File: src/rtl/dmem_pkg.sv
// Shared types and constants for the data-memory responder.
// MMIO address constants are used only when DMEM_MMIO_EN is defined.
package dmem_pkg;

  typedef enum logic [1:0] {
    IDLE = 2'd0,
    WAIT = 2'd1,
    RESP = 2'd2
  } dmem_state_e;

  localparam int DMEM_DEPTH_WORDS_DEFAULT = 32;
  localparam int DMEM_LATENCY_DEFAULT     = 1;
  localparam int CNT_W                    = 4;

  localparam logic [31:0] MMIO_TOHOST_ADDR = 32'hFFFF_FFF0;
  localparam logic [31:0] MMIO_CYCLE_ADDR  = 32'hFFFF_FFF4;

endpackage

File: src/rtl/dmem_ram_array.sv
// Word-wide synchronous RAM with per-byte write enables and a registered read port.
// The read register only updates on re, so it holds the last load result.
module dmem_ram_array
  import dmem_pkg::*;
#(
  parameter int DEPTH_WORDS = DMEM_DEPTH_WORDS_DEFAULT,
  parameter int AW          = 5
) (
  input  logic          clk,
  input  logic          we,
  input  logic          re,
  input  logic [3:0]    be,
  input  logic [AW-1:0] addr,
  input  logic [31:0]   wdata,
  output logic [31:0]   rdata
);

  logic [31:0] mem [DEPTH_WORDS];

  always_ff @(posedge clk) begin
    if (we) begin
      for (int i = 0; i < 4; i++) begin
        if (be[i]) mem[addr][8*i +: 8] <= wdata[8*i +: 8];
      end
    end
    if (re) rdata <= mem[addr];
  end

endmodule

File: src/rtl/dmem_responder.sv
// CPU data-memory responder: IDLE -> WAIT (LATENCY cycles) -> RESP with a one-cycle ready.
// Optional MMIO (TOHOST register, cycle counter) is built when DMEM_MMIO_EN is defined.
module dmem_responder
  import dmem_pkg::*;
#(
  parameter int DEPTH_WORDS = DMEM_DEPTH_WORDS_DEFAULT,
  parameter int LATENCY     = DMEM_LATENCY_DEFAULT   // legal range 1..15
) (
  input  logic        clk,
  input  logic        rst,
  input  logic        req,
  input  logic        we,
  input  logic [31:0] addr,
  input  logic [31:0] wdata,
  input  logic [3:0]  be,
  output logic        ready,
  output logic [31:0] rdata,
  output logic        err,
  output dmem_state_e dbg_state
);

  localparam int AW = (DEPTH_WORDS > 1) ? $clog2(DEPTH_WORDS) : 1;

  dmem_state_e      state_q, state_d;
  logic [CNT_W-1:0] cnt_q, cnt_d;
  logic             capture, commit;

  logic             we_q;
  logic [29:0]      idx_q;
  logic [31:0]      wdata_q;
  logic [3:0]       be_q;

  logic             err_q;
  logic             src_ram_q;
  logic [31:0]      rdata_q;
  logic [31:0]      ram_rdata;

  logic             in_range, mmio_hit, ram_sel;
  logic [31:0]      mmio_rdata;
  logic             unused_addr_bits;

  assign unused_addr_bits = ^addr[1:0];

  always_comb begin
    state_d = state_q;
    cnt_d   = cnt_q;
    capture = 1'b0;
    commit  = 1'b0;
    case (state_q)
      IDLE: begin
        if (req) begin
          capture = 1'b1;
          cnt_d   = CNT_W'(LATENCY - 1);
          state_d = WAIT;
        end
      end
      WAIT: begin
        if (cnt_q == '0) begin
          commit  = rst;  // a reset edge abandons the transaction without side effects
          state_d = RESP;
        end else begin
          cnt_d = cnt_q - 1'b1;
        end
      end
      RESP:    state_d = IDLE;
      default: state_d = IDLE;
    endcase
  end

  always_ff @(posedge clk) begin
    if (!rst) begin
      state_q <= IDLE;
      cnt_q   <= '0;
    end else begin
      state_q <= state_d;
      cnt_q   <= cnt_d;
    end
  end

  always_ff @(posedge clk) begin
    if (capture) begin
      we_q    <= we;
      idx_q   <= addr[31:2];
      wdata_q <= wdata;
      be_q    <= be;
    end
  end

  assign in_range = ({2'b00, idx_q} < 32'(DEPTH_WORDS));
  assign ram_sel  = in_range && !mmio_hit;

`ifdef DMEM_MMIO_EN
  logic [31:0] tohost_q, cycle_q;
  logic        hit_tohost, hit_cycle;

  assign hit_tohost = (idx_q == MMIO_TOHOST_ADDR[31:2]);
  assign hit_cycle  = (idx_q == MMIO_CYCLE_ADDR[31:2]);
  assign mmio_hit   = hit_tohost || hit_cycle;
  assign mmio_rdata = hit_tohost ? tohost_q : cycle_q;

  // Stores to the cycle counter are accepted but have no effect.
  always_ff @(posedge clk) begin
    if (!rst) begin
      tohost_q <= '0;
      cycle_q  <= '0;
    end else begin
      cycle_q <= cycle_q + 32'd1;
      if (commit && we_q && hit_tohost) begin
        for (int i = 0; i < 4; i++) begin
          if (be_q[i]) tohost_q[8*i +: 8] <= wdata_q[8*i +: 8];
        end
      end
    end
  end
`else
  assign mmio_hit   = 1'b0;
  assign mmio_rdata = '0;
`endif

  dmem_ram_array #(
    .DEPTH_WORDS(DEPTH_WORDS),
    .AW         (AW)
  ) u_ram (
    .clk  (clk),
    .we   (commit && we_q && ram_sel),
    .re   (commit && !we_q && ram_sel),
    .be   (be_q),
    .addr (idx_q[AW-1:0]),
    .wdata(wdata_q),
    .rdata(ram_rdata)
  );

  // rdata comes from the RAM read register for RAM loads, else from rdata_q.
  always_ff @(posedge clk) begin
    if (!rst) begin
      err_q     <= 1'b0;
      src_ram_q <= 1'b0;
      rdata_q   <= '0;
    end else if (commit) begin
      err_q <= !(in_range || mmio_hit);
      if (!(in_range || mmio_hit)) begin
        src_ram_q <= 1'b0;
        rdata_q   <= '0;
      end else if (!we_q) begin
        src_ram_q <= ram_sel;
        if (!ram_sel) rdata_q <= mmio_rdata;
      end
    end
  end

  assign ready     = (state_q == RESP);
  assign err       = (state_q == RESP) && err_q;
  assign rdata     = src_ram_q ? ram_rdata : rdata_q;
  assign dbg_state = state_q;

endmodule

File: config.mk
export PLATFORM = sky130hd
export DESIGN_NAME = dmem_responder
export DESIGN_NICKNAME = d
export VERILOG_FILES = /design/src/rtl/dmem_pkg.sv /design/src/rtl/dmem_ram_array.sv /design/src/rtl/dmem_responder.sv
export SDC_FILE = /design/constraint.sdc
export NUM_CORES = 1
export LEC_CHECK = 0
export CORE_MARGIN = 2
export CORE_UTILIZATION = 30
export DETAILED_ROUTE_END_ITERATION = 12
export GPL_ROUTABILITY_DRIVEN = 0
export GPL_TIMING_DRIVEN = 0
export HOLD_SLACK_MARGIN = 0.1
export PLACE_DENSITY_LB_ADDON = 0.05
export SLEW_MARGIN = 30
export SYNTH_ARGS = -nofsm -noshare
export SYNTH_HDL_FRONTEND = slang
export SYNTH_SLANG_ARGS = --single-unit
File: constraint.sdc
create_clock -name clk -period 5.6 [get_ports clk]
set_clock_uncertainty 0.05 [all_clocks]
set_input_delay 0.84 -clock clk [delete_from_list [all_inputs] [get_ports clk]]
set_output_delay 0.84 -clock clk [all_outputs]
set_load 0.02 [all_outputs]
==> impl_metrics.json, run 1 <==
{
  "yosysUniqueCellTypes": 43,
  "ctsResizeCount": 0,
  "combinationalPowerShare": 0.101,
  "regToRegSetupSlack_ns": 1.74,
  "cts_root_buffer": "clkbuf_16",
  "clockBufferDepth": 3,
  "critPathArrivalTime_ns": 3.21,
  "rr_endpoint": "u_ram.rdata[22]",
  "num_io_pins": 108,
  "port_buffers": 105,
  "dp_hpwl_mm": 96.9,
  "drv_cap": 0,
  "synth_edf_count": 1123,
  "grt-ovfl-total": 0,
  "cts.clk_slew.worst_paths_ns": 0.06,
  "path_delay_family": "buffers and inverters",
  "worstPathRequired_ns": 4.71,
  "path_cells": "clkbuf_1, and2_1, clkdlybuf4s50_1",
  "vdd_drop_max_mv": 0.190,
  "fin_nets": 2764,
  "wirelength_mm": 139,
  "setup_tns_ns": 0,
  "rows": 139,
  "fmax_mhz": 244,
  "holdPathEnd": "u_ram.mem[6][11]",
  "die_h_um": 384,
  "setup_viol": 0,
  "powerDensity_nw_per_um2": 385,
  "crit_path_start_kind": "flop",
  "power.leakage_nw": 17.2,
  "switching_share": 0.245,
  "cpMaxStageDelayCell": "dfxtp_1",
  "critical_path_buf_inv_count": 2,
  "syn_area_um2": 43200,
  "p_int_w": 0.0150,
  "synth.avg_cell_area_um2": 18.0,
  "seqPwrFrac": 0.494,
  "drive_above_1_share": 0.134,
  "cp-end-kind": "primary output",
  "yosys_most_used_dff": "edfxtp_1",
  "period_minus_slack_ns": 4.10,
  "hold_path.class": "reg -> reg",
  "cp-startpoint": "src_ram_q",
  "holdCritStartpoint": "wdata_q[11]",
  "slew_headroom": 0.339,
  "synth_warnings": 0,
  "drtPass1Iterations": 7,
  "worstPathMaxFanout": 10,
  "first_global_vias": 23700,
  "cts_hold_buf": 0,
  "die_x_um": 384,
  "postCtsSetupRepairBufs": 0,
  "hold_depth": 0,
  "die_area_um2": 147000,
  "synth_nets": 2480,
  "synthCells": 2407,
  "async_flop_share": 0,
  "hold_violations": 0,
  "ys_ff_latch": 1131,
  "clk_latency_ns": 0.76,
  "cts_tree": "built",
  "drt_iter0_drc": 1801,
  "slew_viol_final": 0,
  "yosysSeqAreaShare": 0.784,
  "outcome": "complete, no violations",
  "core-area_um2": 143000,
  "clock-sinks": 1131,
  "postRouteAntennaNets": 0,
  "worstMarginPinSlew_ns": 0.988,
  "clkPwrFrac": 0.405,
  "slowest_delay_ns": 0.92,
  "antenna_found_initial": 7,
  "rsz0062_at_grt": "no",
  "rr_worst_depth": 7,
  "min_period_over_period": 0.733,
  "viasPerCell": 4.91,
  "finalWorstSetupSlack_ns": 1.50,
  "grt_max_degree": 52,
  "dr_total_vias": 23000,
  "htreeDepth": 4,
  "p_switching_w": 0.00486,
  "pre_cts_ws_ns": 1.07,
  "grt_first_pass_wirelength_mm": 189,
  "track_usage": 0.188,
  "r2r_start": "idx_q[3]",
  "criticalPathCategory": "reg -> out",
  "numCtsBuffers": 132,
  "drc": 0,
  "start_util": 0.302,
  "detail_route.wl_per_cell_um": 29.7,
  "area_growth_pct": 18.9
}
[metal layers]
layer  GRT usage  up-vias  share of wire
met1       0.248    12000           0.44
met4      0.0484        0          0.021
met5           0        -              0
li1            -    10200              -
met2       0.324      617           0.50
met3      0.0301      181          0.043
[kinds of logic (layout without fill, tap and decap cells)]
kind of cell,Yosys count,count (layout),synth area share
buffers and inverters,146,526,0.0164
and+or+nand+nor,352,352,0.0426
AOI/OAI and AO/OA,263,263,0.0381
muxes,512,512,0.119
xor gates and xnor gates,2,2,0.000405
adders and majority gates,1,1,0.000289
other,0,1,0
DFF,1131,1131,0.784
[power by group through the flow]
stage | logic (W) | registers, W | clock network, W
6_report | 0.00200 | 0.00979 | 0.00802
5_1_grt | 0.00212 | 0.00981 | 0.00856
4_1_cts | 0.00199 | 0.00985 | 0.00824
3_5_place_dp | 0.00198 | 0.0100 | 0
3_3_place_gp | 0.00170 | 0.0102 | 0
2_1_floorplan | 0.000972 | 0.00999 | 0
[sequential cells by signal, indices dropped and copies added (netlist names)]
signal	count
err_q	1
we_q	1
u_ram.mem	1024
u_ram.rdata	32
src_ram_q	1
idx_q	30
cnt_q	4
be_q	4
wdata_q	32
dbg_state	2
[cell type report]
class	count	area (µm²)
diodes	1	2.50
flip-flops and latches	1131	33900
multi-input cells	1130	8790
clock inverters	62	478
plain buffers	140	698
clock buffers	168	3500
inverters	6	27.5
fillers	13500	91900
repair buffers	150	1640
well taps	1903	2380
[synth_stat cells, types with 2 or more instances]
cell type	instances	area share
nor3b_1	4	0.00069
nor4_4	4	0.0020
nand3_1	3	0.00035
nand4b_1	4	0.00081
o22ai_1	256	0.037
nand4bb_1	6	0.0016
nor3_1	3	0.00035
and2_1	36	0.0052
nor4_1	69	0.010
and3_1	3	0.00043
nand2_1	62	0.0054
o21ai_0	3	0.00035
inv_1	6	0.00052
buf_2	73	0.0085
nor2_1	136	0.012
mux2i_1	512	0.12
and3b_1	2	0.00041
edfxtp_1	1123	0.78
clkbuf_1	55	0.0048
or4b_1	4	0.00093
buf_6	7	0.0018
nand3b_1	2	0.00035
clkbuf_2	2	0.00023
dfxtp_1	8	0.0037
xnor2_1	2	0.00041
nand4_1	5	0.00072
[worst max path at each step]
stage	to	slack, ns	cells after the start
after floorplan	u_ram.rdata[0]	2.72	4
after global placement	u_ram.rdata[16]	0.20	5
after detailed placement	u_ram.mem[7][26]	1.07	5
after CTS	rdata[30]	1.20	3
after global routing	rdata[30]	1.27	3
final	rdata[4]	1.50	3
[placed cells by master, fill, tap and decap left out, types with 3 or more instances in the layout]
master | synthesis | final
buf_8 | 0 | 12
nand4b_1 | 4 | 4
nand2_1 | 62 | 62
and2_1 | 36 | 35
mux2i_1 | 512 | 512
o22ai_1 | 256 | 256
nor2_1 | 136 | 79
and3_1 | 3 | 3
nor4_1 | 69 | 69
o21ai_0 | 3 | 3
inv_1 | 6 | 5
bufinv_16 | 0 | 5
nor3b_1 | 4 | 4
nor2_2 | 0 | 57
clkbuf_16 | 0 | 135
edfxtp_1 | 1123 | 1123
inv_6 | 0 | 10
nand4_1 | 5 | 5
clkbuf_2 | 2 | 12
or4b_1 | 4 | 4
clkinv_1 | 0 | 30
buf_2 | 73 | 73
nor4_4 | 4 | 4
clkbuf_1 | 55 | 78
buf_6 | 7 | 37
nand4bb_1 | 6 | 6
clkinv_2 | 0 | 12
nand3_1 | 3 | 3
nor3_1 | 3 | 3
clkdlybuf4s50_1 | 0 | 105
dfxtp_1 | 8 | 8
[stage by stage]
step	hold slack, ns	instance area (µm²)	cells	total power (W)	utilization
floorplan	0.443	43200	2407	0.0110	-
global placement	0.480	46700	4415	0.0119	0.326
detailed placement	0.495	47300	4452	0.0120	0.330
CTS	0.509	51300	4682	0.0201	0.358
global route	0.527	51400	4690	0.0205	0.359
finish	0.502	51400	4691	0.0198	0.359
(Power assumes the default switching activity.)
==> run 2, diff against run 1 <==
==> constraint.sdc (replaced) <==
create_clock -name clk -period 4.1 [get_ports clk]
set_clock_uncertainty 0.05 [all_clocks]
set_input_delay 0.615 -clock clk [delete_from_list [all_inputs] [get_ports clk]]
set_output_delay 0.615 -clock clk [all_outputs]
set_load 0.02 [all_outputs]
==> run 2 against run 1 <==
Net effect:
- final cell count unchanged
- global-route usage unchanged
- combinational power up 36%
- final area about the same
- via count about the same
- first-iteration DRC count unchanged
- critical path type is now reg -> reg
- power up 37%
- clock power up 36%
- critical endpoint is now u_ram.rdata[22]
- sequential power up 37%
- die area unchanged
- highest routed layer unchanged
==> impl_metrics.json, run 2 (synthesized netlist as in run 1, its figures left out) <==
{
  "drc": 0,
  "worstPathRequired_ns": 4.51,
  "clk_latency_ns": 0.76,
  "cpMaxStageDelayCell": "clkbuf_1",
  "final-seq-area_um2": 33900,
  "slew_viol_final": 0,
  "final_cell_mix": "1,123 x edfxtp_1, 512 x mux2i_1, 256 x o22ai_1",
  "worstPathMaxFanout": 10,
  "slowest_delay_ns": 0.79,
  "critical_path_buf_inv_count": 3,
  "top_register": "u_ram.mem",
  "clockBufferDepth": 3,
  "vdd_drop_max_mv": 0.260,
  "cts_hold_buf": 0,
  "fin_nets": 2764,
  "viasPerCell": 4.91,
  "rsz0062_at_grt": "no",
  "grt_max_degree": 52,
  "combinationalPowerShare": 0.101,
  "grt_first_pass_wirelength_mm": 189,
  "path_delay_family": "buffers and inverters",
  "crit_path_start_kind": "flop",
  "switching_share": 0.245,
  "drt_iter0_drc": 1801,
  "grt-ovfl-total": 0,
  "fmax_mhz": 259,
  "place_area_um2": 47300,
  "drv_cap": 0,
  "cts.clk_slew.worst_paths_ns": 0.06,
  "area_growth_pct": 18.9,
  "track_usage": 0.188,
  "p_switching_w": 0.00663,
  "criticalPathCategory": "reg -> reg",
  "seqPwrFrac": 0.494,
  "numCtsBuffers": 132,
  "setup_viol": 0,
  "die_area_um2": 147000,
  "critPathArrivalTime_ns": 4.26,
  "cp-end-kind": "flop",
  "hold_violations": 0,
  "drive_above_1_share": 0.134,
  "cts_root_buffer": "clkbuf_16",
  "power.leakage_nw": 17.2,
  "report.power.total_w": 0.0271,
  "rows": 139,
  "top_regs": "u_ram.mem: 1024 flops, u_ram.rdata: 32 flops, wdata_q: 32 flops",
  "start_util": 0.302,
  "outcome": "complete, no violations",
  "largest_reg_flops": 1024,
  "first_global_vias": 23700,
  "core-area_um2": 143000,
  "clock-sinks": 1131,
  "dr_total_vias": 23000,
  "postCtsSetupRepairBufs": 0,
  "postRouteAntennaNets": 0,
  "worstMarginPinSlew_ns": 0.988,
  "detail_route.wl_per_cell_um": 29.7,
  "antenna_found_initial": 7,
  "die_x_um": 384,
  "wirelength_mm": 139,
  "rr_worst_depth": 7,
  "path_cells": "buf_6, or4b_1, clkbuf_1, clkbuf_1, o22ai_1, nor4_1, nand2_1",
  "powerDensity_nw_per_um2": 526,
  "slew_headroom": 0.339,
  "p_int_w": 0.0204,
  "pre_cts_ws_ns": -0.206,
  "holdPathEnd": "be_q[1]",
  "ctsResizeCount": 1,
  "clkPwrFrac": 0.405,
  "min_period_over_period": 0.940,
  "multi_input_area_um2": 8790,
  "design_area_um2": 51400,
  "rr_endpoint": "u_ram.rdata[22]",
  "r2r_start": "idx_q[3]",
  "drtPass1Iterations": 6,
  "die_h_um": 384,
  "holdCritStartpoint": "be[1]",
  "dp_hpwl_mm": 96.9,
  "htreeDepth": 4,
  "hold_slack_ns": 0.363,
  "port_buffers": 105,
  "layout_commonest_cell": "edfxtp_1",
  "num_io_pins": 108,
  "finalWorstSetupSlack_ns": 0.246,
  "period_minus_slack_ns": 3.85,
  "regToRegSetupSlack_ns": 0.25,
  "hold_path.class": "in -> reg",
  "hold_depth": 1,
  "fillers": 13500,
  "cts_tree": "built",
  "cp_common_cell": "clkbuf_1"
}
==> run 2: cell types whose count changed in the layout (fill, tap and decap cells not counted) <==
cell,before,now
dfxtp_2,0,1
dfxtp_1,8,7
==> run 2: worst register-to-register path: stages (launching register included) <==
cell,delay (ns)
edfxtp_1,0.60
buf_6,0.20
or4b_1,0.10
clkbuf_1,0.60
clkbuf_1,0.79
o22ai_1,0.28
nor4_1,0.72
nand2_1,0.21
==> run 2: area by class of cell <==
cell class              instances  share of cell area
diodes                          1           0.0000487
plain buffers                 140              0.0136
clock buffers                 168              0.0681
clock inverters                62             0.00930
inverters                       6            0.000535
multi-input cells            1130               0.171
flip-flops and latches       1131               0.659
well taps                    1903              0.0463
repair buffers                150              0.0320
==> run 2: worst max-delay path by stage <==
stage / startpoint / to / cells after the start
floorplan: cnt_q[0] / u_ram.rdata[0] / 7
global placement: rst / u_ram.rdata[16] / 5
detailed placement: rst / u_ram.mem[7][26] / 5
CTS: idx_q[2] / u_ram.rdata[3] / 6
global route: idx_q[2] / u_ram.rdata[2] / 6
finish: idx_q[3] / u_ram.rdata[22] / 7
==> run 2: power by group through the flow <==
stage / clock network, W / registers (W) / logic, W
after floorplan: 0 / 0.0136 / 0.00133
after global placement: 0 / 0.0139 / 0.00232
after detailed placement: 0 / 0.0137 / 0.00270
after CTS: 0.0113 / 0.0134 / 0.00271
after global routing: 0.0117 / 0.0134 / 0.00290
final: 0.0109 / 0.0134 / 0.00273
==> run 2: per-stage QoR <==
step	TNS, ns	cells	util
4_1_cts	0	4682	0.358
2_1_floorplan	0	2407	-
5_1_grt	0	4690	0.359
6_report	0	4691	0.359
3_5_place_dp	-16.41	4452	0.330
3_3_place_gp	-73.21	4415	0.326
==> run 2: layer usage <==
layer,up-vias,global-route usage,part of all wire
li1,10200,-,-
met1,12000,0.248,0.44
met2,625,0.324,0.50
met3,176,0.0301,0.044
met4,0,0.0484,0.021
met5,-,0,0
